[src/rtl/apb_slave_mem.sv]
// APB completer with a small local register memory, programmable wait states,
// out-of-range error response and a saturating error counter.
module apb_slave_mem #(
  parameter int ADDR_WIDTH  = 4,
  parameter int DATA_WIDTH  = 8,
  parameter int MEM_DEPTH   = 8,
  parameter int WAIT_STATES = 1
) (
  input  logic                  pclk,
  input  logic                  preset,
  input  logic                  psel,
  input  logic                  penable,
  input  logic                  pwrite,
  input  logic [ADDR_WIDTH-1:0] paddr,
  input  logic [DATA_WIDTH-1:0] pwdata,
  output logic [DATA_WIDTH-1:0] prdata,
  output logic                  pready,
  output logic                  pslverr,
  output logic [7:0]            err_count
);

  localparam int IDX_W = (MEM_DEPTH > 1) ? $clog2(MEM_DEPTH) : 1;

  typedef enum logic [1:0] {SLAVE_IDLE, SLAVE_WRITE, SLAVE_READ} apb_slave_state_t;

  apb_slave_state_t        state_q, state_d;
  logic [3:0]              wait_cnt_q, wait_cnt_d;
  logic [ADDR_WIDTH-1:0]   addr_q, addr_d;
  logic [DATA_WIDTH-1:0]   wdata_q, wdata_d;
  logic                    pwrite_q, pwrite_d;
  logic [DATA_WIDTH-1:0]   mem_q [MEM_DEPTH];
  logic [7:0]              err_count_q;

  logic                    in_range;
  logic [IDX_W-1:0]        idx;
  logic                    mem_we;
  logic                    err_inc;

  assign in_range  = ({1'b0, addr_q} < (ADDR_WIDTH+1)'(MEM_DEPTH));
  assign idx       = addr_q[IDX_W-1:0];
  assign err_count = err_count_q;

  always_ff @(posedge pclk or posedge preset) begin
    if (preset) state_q <= SLAVE_IDLE;
    else        state_q <= state_d;
  end

  // Only the address phase is captured; the bus may change freely during access.
  always_comb begin
    state_d    = state_q;
    wait_cnt_d = wait_cnt_q;
    addr_d     = addr_q;
    wdata_d    = wdata_q;
    pwrite_d   = pwrite_q;
    case (state_q)
      SLAVE_IDLE: begin
        if (psel && !penable) begin
          addr_d     = paddr;
          wdata_d    = pwdata;
          pwrite_d   = pwrite;
          wait_cnt_d = 4'(WAIT_STATES);
          state_d    = pwrite ? SLAVE_WRITE : SLAVE_READ;
        end
      end
      default: begin
        if (!psel)                 state_d    = SLAVE_IDLE;
        else if (wait_cnt_q != '0) wait_cnt_d = wait_cnt_q - 4'd1;
        else if (penable)          state_d    = SLAVE_IDLE;
      end
    endcase
  end

  always_comb begin
    pready  = (state_q != SLAVE_IDLE) && psel && penable && (wait_cnt_q == '0);
    pslverr = pready && !in_range;
    prdata  = '0;
    if (pready && !pwrite_q && in_range) prdata = mem_q[idx];
  end

  assign mem_we  = pready && pwrite_q && in_range;
  assign err_inc = pslverr && (err_count_q != 8'hFF);

  always_ff @(posedge pclk or posedge preset) begin
    if (preset) begin
      wait_cnt_q  <= '0;
      addr_q      <= '0;
      wdata_q     <= '0;
      pwrite_q    <= 1'b0;
      err_count_q <= '0;
      for (int i = 0; i < MEM_DEPTH; i++) mem_q[i] <= '0;
    end else begin
      wait_cnt_q <= wait_cnt_d;
      addr_q     <= addr_d;
      wdata_q    <= wdata_d;
      pwrite_q   <= pwrite_d;
      if (err_inc) err_count_q <= err_count_q + 8'd1;
      if (mem_we)  mem_q[idx]  <= wdata_q;
    end
  end

endmodule
[config.mk]
export PLATFORM = sky130hd
export DESIGN_NAME = apb_slave_mem
export DESIGN_NICKNAME = d
export VERILOG_FILES = /design/src/rtl/apb_slave_mem.sv
export SDC_FILE = /design/constraint.sdc
export NUM_CORES = 1
export LEC_CHECK = 0
export CAP_MARGIN = 20
export CORE_MARGIN = 5
export CORE_UTILIZATION = 28
export CTS_BUF_LIST = sky130_fd_sc_hd__clkbuf_2
export DETAILED_ROUTE_END_ITERATION = 7
export PLACE_DENSITY = 0.49
export RECOVER_POWER = 25
export SYNTH_ARGS = -nofsm -noshare
export SYNTH_HDL_FRONTEND = slang
export SYNTH_SLANG_ARGS = --single-unit
[constraint.sdc]
create_clock -name pclk -period 8.73 [get_ports pclk]
set_clock_uncertainty 0.15 [all_clocks]
set_input_delay 0.873 -clock pclk [delete_from_list [all_inputs] [get_ports pclk]]
set_output_delay 0.873 -clock pclk [all_outputs]
set_load 0.005 [all_outputs]
Word level (Yosys, flattened, before mapping)
Cells that the tools add are included.
{"block": "classes", "add_sub_neg": 2, "n_lt_le_gt_ge": 3, "eq_ne": 4, "n_mux": 17, "n_bitwise": 1, "reduce_logical": 23}
{"operator": "$bwmux W64", "n": 1}
{"operator": "$mux W8", "n": 4}
{"operator": "$bmux W8 S3", "n": 1}
{"operator": "$demux W8 S3", "n": 1}
{"operator": "$mux W4", "n": 4}
{"operator": "$mux W2", "n": 6}
{"operator": "$logic_and A1 B1 Y1", "n": 11}
{"operator": "$add A8 B1 Y8 const B", "n": 1}
{"operator": "$ne A8 B8 Y1 const B", "n": 1}
{"operator": "$reduce_and A3 Y1", "n": 2}
{"operator": "$reduce_bool A2 Y1", "n": 3}
{"operator": "$ge A4 B4 Y1 const B", "n": 1}
{"operator": "$logic_not A4 Y1", "n": 1}
{"operator": "$lt A4 B1 Y1 const B", "n": 1}
{"operator": "$lt A4 B4 Y1 const B", "n": 1}
{"operator": "$not A3 Y4", "n": 1}
{"operator": "$reduce_bool A4 Y1", "n": 1}
{"operator": "$sub A4 B1 Y4 const B", "n": 1}
{"operator": "$logic_not A1 Y1", "n": 3}
{"operator": "$ne A3 B1 Y1 const B", "n": 1}
{"operator": "$ne A3 B2 Y1 const B", "n": 1}
{"operator": "$logic_not A2 Y1", "n": 1}
{"operator": "$ne A2 B2 Y1 const B", "n": 1}
{"operator": "$reduce_and A2 Y1", "n": 1}
{"block": "totals", "register_bits": 91, "input_bits": 17, "out_inout_bits": 18}

Logic depth before layout (Yosys ltp)
Gate-level depths: netlist (run 1).
{"block": "logic_depth", "depth_word": 7, "ltp_mapped": 7}

Worst setup path before layout (run 1)
OpenSTA, ideal clock, no wires.
{"block": "synth_path", "path_kind": "input -> output", "start": "in penable", "end": "out prdata[0]", "arrival_ps": 1986, "t_required_ps": 7707, "setup_slack_ps": 5721, "cell_stages": 5, "cell_sequence": "nand4bb_1 or4_1 buf_2 a21o_1 a221oi_2"}
{"block": "synth_between", "elab_chain_cells": 5}
{"element": "start, declared", "line_no": "12", "rtl": "input logic penable,"}
{"element": "$logic_and A1 B1 Y1 (2 in series)", "line_no": "74", "rtl": "pready = (state_q != SLAVE_IDLE) && psel && penable && (wait_cnt_q == '0);"}
{"element": "$logic_and A1 B1 Y1 (2 in series)", "line_no": "77", "rtl": "if (pready && !pwrite_q && in_range) prdata = mem_q[idx];"}
{"element": "$mux W8", "line_no": "77"}
{"element": "end, declared", "line_no": "16", "rtl": "output logic [DATA_WIDTH-1:0] prdata,"}
Every way passes these cells.

==> metrics.cfg, run 1 <==
[finish]
drive_gt1_share_pct=32.3
multi_input_area_um2=1860
area_growth_pct=16.8
final_cell_mix=dfrtp_1 (91), mux2_2 (76), clkdlybuf4s50_1 (31), nand2_1 (17), a21oi_1 (13)
diodes=0
layout_commonest_cell=dfrtp_1
design_area_um2=4950
regArea_um2=2280
fillCellCount=1485
final_cells=544
final_net_count=371

[power_and_ir_drop]
combPwrFrac_pct=19.7
power_density_nw_per_um2=196
p_int_uw=678
seqPwrFrac_pct=53.0
clkPwrFrac_pct=27.3
total_power_uw=970
switchingPower_uw=291
switching_share_pct=30.0
leakagePower_nw=2.26
ir_worst_vdd_mv=0.0958

[logic_synthesis]
yosysWarningCount=0
ys.flop_type=dfrtp_1
syn_nets=332
synth_edf_count=0
syn_inst=313
syn_area_um2=4230
synthArstFlopShare_pct=100
syn_avg_cell_area_um2=13.5
yosysSeqAreaShare_pct=53.8
ys_seq_elements=91
synth.distinct_cells=50

[sta]
setup_viol=0
slew_headroom_pct=-165
fin_crit_sh_pct=58.8
tightestPinTransition_ns=3.98
period_minus_slack_ns=5.13
setup_tns_ns=0
fmax_mhz=195
finalMaxSlewViolations=76
hold_viol=0
rsz0062_at_grt=false
setup_ws_ns=3.60

[cts]
cts-root-buf=clkbuf_2
clock_sinks=91
post-cts-setup-buffers=0
cts_tree=done
ctsHoldBuffers=0
clock_path_buffers=2
cts_made_buffers=9
htree_levels=3
ctsResizeCount=0
path_clk_slew_ns=0.23
clock_latency_ns=0.53

[worst_setup_path]
crit_type=primary input to async pin
crit_family=buffers and inverters
worstPathRequired_ns=8.37
startpoint_type=primary input
worstPathCellList=dlygate4sd3_1 > clkinvlp_2 > clkbuf_1
reg2regPathDepth=6
path_depth=3
cpPeakStageDelay_ns=2.84
worstSetupEndpointType=async pin
crit_buf_inv=3
critical_path_peak_fanout=75
crit_slowest_cell=clkbuf_1
cp.arrival_ns=4.77

[placed_design]
dpl.cell_count=528
dp_hpwl_um=5920
pre_cts_slack_ns=4.23
portBuffers=34
gp_congestion=0.753
placed_cell_area_um2=4790

[run_status]
violations=max-capacitance violations, max-slew violations
status=complete, but fails checks

[detailed_routing]
wl_met3_um=256
via_per_inst=4.79
drtIter0Drc=140
vias=2607
drc=0
avgRoutedWirePerCell_um=16.9
wirelength_um=9210
drt_pre_antenna_iters=4
wl_met2_um=4360
highest_layer=met4
wl_met1_um=4490
ant_nets=0

[grt]
grt_pass1_wl_um=15000
grtUsageTotal_pct=10.8
antenna_found_initial=0
grt_pass1_vias=2826
grt_max_degree=76
overflow=0

[floorplan]
die_w_um=133
initial_utilization_pct=28.2
dieArea_um2=17700
io_pins=35
fp.dieH_um=133
core_region_area_um2=15000
rows=45

[worst_hold_path]
hold_path_class=flop to flop
whs_path_depth=1

[job]
maxCapViolCount=1

worst register-to-register path, stage by stage, from the launching register on:
cell and delay [ns]:
dfrtp_1 0.43, inv_1 0.10, ha_1 0.25, nand4bb_1 0.25, nor3_4 0.40, and4_1 0.56, mux2_2 0.39
cell families (layout without fill, tap and decap cells):
| kind of cell | count (synthesis) | after routing | synth area share, % |
|---|---|---|---|
| multiplexers | 95 | 95 | 27.1 |
| AND/OR/NAND/NOR | 65 | 65 | 9.93 |
| XOR/XNOR | 8 | 8 | 1.65 |
| adder cells (fa/ha/maj) | 2 | 2 | 0.591 |
| AO/OA/AOI/OAI | 31 | 31 | 4.70 |
| buffers and inverters | 21 | 64 | 2.25 |
| flip-flops | 91 | 91 | 53.8 |
registers in the layout, summed over array words and instances, names as in the netlist:
signal / flops
addr_q: 4
wait_cnt_q: 4
pwrite_q: 1
err_count: 8
mem_q: 64
state_q: 2
wdata_q: 8
routing by layer:
metal,up-vias,global-route usage [%]
met2,44,17.7
met3,9,2.43
met1,1328,14.5
met4,0,2.77
met5,-,0
li1,1226,-
power by group through the flow:
stage	sequential [mW]	combinational (mW)	clock (mW)
6_report	0.514	0.191	0.264
5_1_grt	0.523	0.213	0.291
2_1_floorplan	0.505	0.147	0
4_1_cts	0.515	0.195	0.278
3_5_place_dp	0.522	0.194	0
3_3_place_gp	0.521	0.193	0
path summary, 6_finish.rpt:
path / start / slack (ns) / endpoint
max reg2reg: wait_cnt_q[0] / 6.13 / mem_q[18]
max: preset / 3.60 / mem_q[35]
min reg2reg: err_count[6] / 0.37 / err_count[6]
min in group asynchronous: preset / 0.70 / state_q[0]
max in group pclk: psel / 4.13 / prdata[0]
min: err_count[6] / 0.37 / err_count[6]
cells in the mapped netlist (all sizes together), types with 5 or more instances:
| cell type | count | area, µm² |
|---|---|---|
| nor3 | 10 | 61.3 |
| nor4 | 5 | 61.3 |
| nand2 | 18 | 70.1 |
| nor2 | 8 | 30.0 |
| nand3 | 6 | 40.0 |
| buf | 10 | 53.8 |
| mux2i | 10 | 100 |
| mux4 | 8 | 180 |
| inv | 7 | 26.3 |
| dfrtp | 91 | 2280 |
| xor2 | 7 | 61.3 |
| a21oi | 13 | 65.1 |
| mux2 | 77 | 867 |
per-stage QoR:
stage | utilization [%] | hold WS, ns
final | 32.9 | 0.370
after global placement | 31.9 | 0.328
after floorplan | - | 0.303
after CTS | 32.9 | 0.370
after global routing | 32.9 | 0.387
after detailed placement | 31.9 | 0.334
final cells by class:
type / count / share of cell area [%]
flip-flops and latches: 91 / 46.0
clock buffers: 9 / 0.911
inverters: 9 / 0.708
multi-input cells: 201 / 37.6
repair buffers: 40 / 7.64
clock inverters: 6 / 2.30
well taps: 188 / 4.76
No activity file was read; power rests on OpenSTA's default activity.
==> inputs of run 2 (changes only) <==
==> constraint.sdc (replaced) <==
create_clock -name pclk -period 5.37 [get_ports pclk]
set_clock_uncertainty 0.15 [all_clocks]
set_input_delay 0.537 -clock pclk [delete_from_list [all_inputs] [get_ports pclk]]
set_output_delay 0.537 -clock pclk [all_outputs]
set_load 0.005 [all_outputs]
==> run 2 against run 1 <==
  * The run still ends with max-capacitance violations, max-slew violations left
  * Sequential share of layout area grew 0.16 points
  * Largest cell class unchanged
  * Sequential power is 63% higher
  * Critical path type is now flop to primary output
  * Register-to-register slack got worse by 3.3 ns
  * Die area unchanged
  * Wire length grew 2.4%
  * Via count is 0.54% higher
  * Worst setup slack worse by 2.2 ns
==> metrics.cfg, run 2 (synthesized netlist as in run 1, its figures left out) <==
[sta]
setup_viol=0  ; unchanged
hold_viol=0  ; unchanged
tightestPinTransition_ns=1.95  ; was 3.98 ns
finalMaxSlewViolations=44  ; was 76
fmax_mhz=252
period_minus_slack_ns=3.97
slew_headroom_pct=-31.0  ; was -165%
rsz0062_at_grt=false  ; unchanged
fin_crit_sh_pct=73.9
setup_tns_ns=0  ; unchanged
hold_ws_ns=0.362  ; was 0.370 ns

[worst_setup_path]
cp.arrival_ns=3.28  ; was 4.77 ns
crit_type=flop to primary output  ; was primary input to async pin
critical_path_peak_fanout=8  ; was 75
worstPathCellList=inv_1 > ha_1 > nand4bb_1 > or4_1 > a21o_1 > a221oi_2 > clkdlybuf4s50_1  ; was dlygate4sd3_1 > clkinvlp_2 > clkbuf_1
path_depth=7  ; was 3
startpoint_type=flop  ; was primary input
crit_family=simple AND/OR/NAND/NOR gates  ; was buffers and inverters
worstSetupEndpointType=primary output  ; was async pin
crit_buf_inv=2  ; was 3
reg2regPathDepth=6  ; unchanged
cpPeakStageDelay_ns=0.75  ; was 2.84 ns
worstPathRequired_ns=4.68  ; was 8.37 ns
crit_slowest_cell=or4_1  ; was clkbuf_1

[detailed_routing]
vias=2621  ; was 2607
avgRoutedWirePerCell_um=17.3  ; was 16.9 µm
wirelength_um=9430  ; was 9210 µm
drc=0  ; unchanged
drt_pre_antenna_iters=4  ; unchanged
via_per_inst=4.81  ; was 4.79
drtIter0Drc=125  ; was 140
ant_nets=0  ; unchanged

[floorplan]
core_region_area_um2=15000  ; unchanged
rows=45  ; unchanged
fp.dieH_um=133  ; unchanged
dieArea_um2=17700  ; unchanged
die_w_um=133  ; unchanged
io_pins=35  ; unchanged
initial_utilization_pct=28.2  ; unchanged

[run_status]
violations=max-capacitance violations, max-slew violations  ; unchanged
status=complete, but fails checks  ; unchanged

[power_and_ir_drop]
leakagePower_nw=2.26  ; about the same
switching_share_pct=30.8  ; was 30.0%
ir_worst_vdd_mv=0.145  ; was 0.0958 mV
switchingPower_uw=469  ; was 291 µW
seqPwrFrac_pct=55.0  ; was 53.0%
total_power_mw=1.52  ; was 970 µW
power_density_nw_per_um2=309  ; was 196 nW/µm²
clkPwrFrac_pct=24.6  ; was 27.3%
p_int_mw=1.05  ; was 678 µW
combPwrFrac_pct=20.4  ; was 19.7%

[cts]
ctsResizeCount=0  ; unchanged
cts_made_buffers=9  ; unchanged
path_clk_slew_ns=0.24  ; was 0.23 ns
clock_sinks=91  ; unchanged
htree_levels=3  ; unchanged
ctsHoldBuffers=0  ; unchanged
cts-root-buf=clkbuf_2  ; unchanged
clock_latency_ns=0.55  ; was 0.53 ns
post-cts-setup-buffers=0  ; unchanged
clock_path_buffers=2  ; unchanged
cts_tree=done  ; unchanged

[finish]
final_cell_mix=dfrtp_1 (91), mux2_2 (76), clkdlybuf4s50_1 (33), nand2_1 (17), a21oi_1 (13)  ; was dfrtp_1 (91), mux2_2 (76), clkdlybuf4s50_1 (31), nand2_1 (17), a21oi_1 (13)
diodes=0  ; unchanged
largest_register_ff_count=64  ; unchanged
fillCellCount=1508  ; was 1485
final_net_count=371  ; unchanged
design_area_um2=4930  ; was 4950 µm²
area_growth_pct=16.4  ; was 16.8%
layout_commonest_cell=dfrtp_1  ; unchanged
top_register=mem_q  ; unchanged
final_cells=545  ; was 544
drive_gt1_share_pct=32.2  ; was 32.3%

[worst_hold_path]
hold_path_class=flop to flop  ; unchanged
whs_path_depth=1  ; unchanged

[placed_design]
dp_hpwl_um=5980  ; was 5920 µm
gp_congestion=0.754  ; was 0.753
placed_cell_area_um2=4790  ; unchanged
portBuffers=34  ; unchanged
dpl.cell_count=528  ; unchanged

[grt]
grt_pass1_vias=2844  ; was 2826
grtUsageTotal_pct=11.5  ; was 10.8%
grt_pass1_wl_um=15800  ; was 15000 µm
overflow=0  ; unchanged
grt_max_degree=50  ; was 76
antenna_found_initial=0  ; unchanged

[job]
maxCapViolCount=1  ; unchanged

## run 2: changes by cell type in the layout (fill, tap and decap cells not counted), moves of 2 or more
cell,delta
clkinv_1,+4
clkbuf_1,-2
clkdlybuf4s50_1,+2
dlygate4sd3_1,-2
## run 2: worst reg2reg max path, cell delays in order (launching register included)
cell,delay [ns]
dfrtp_1,0.43
inv_1,0.09
ha_1,0.22
nand4bb_1,0.24
nor3_4,0.41
and4_1,0.56
mux2_2,0.39
## run 2: layout make-up
class | instances | area [µm²] | area share [%]
sequential | 91 | 2280 | 46.2
multi-input combinational | 201 | 1870 | 37.9
inverter | 9 | 35.0 | 0.711
clock inverter | 7 | 82.6 | 1.68
timing repair buffer | 40 | 385 | 7.82
clock buffer | 9 | 45.0 | 0.914
tap | 188 | 235 | 4.77
## run 2: metrics by stage
stage	setup slack, ns	util (%)
2_1_floorplan	2.32	-
3_3_place_gp	1.56	31.9
3_5_place_dp	1.53	31.9
4_1_cts	1.25	32.7
5_1_grt	1.15	32.8
6_report	1.40	32.8
## run 2: power groups by stage
stage               sequential, mW  clock (mW)  combinational [mW]
detailed placement           0.851           0               0.315
global placement             0.847           0               0.313
finish                       0.837       0.375               0.311
global route                 0.852       0.425               0.345
floorplan                    0.821           0               0.238
CTS                          0.838       0.401               0.317
## run 2: final timing paths
path                                end          start  slack, ns
max                           prdata[0]  wait_cnt_q[0]       1.40
min                        err_count[6]   err_count[6]       0.36
max reg2reg                   mem_q[22]  wait_cnt_q[0]       2.79
min reg2reg                err_count[6]   err_count[6]       0.36
max in group asynchronous     mem_q[22]         preset       2.95
min in group asynchronous    wdata_q[0]         preset       0.75
## run 2: layer usage
layer | share of wire, % | vias up | track usage (%) | routed length (µm)
li1 | - | 1229 | - | -
met5 | 0 | - | 0 | 0
met3 | 3.7 | 6 | 4.07 | 345
met1 | 49 | 1351 | 15.7 | 4650
met4 | 1.0 | 0 | 2.77 | 99
met2 | 46 | 35 | 17.6 | 4330
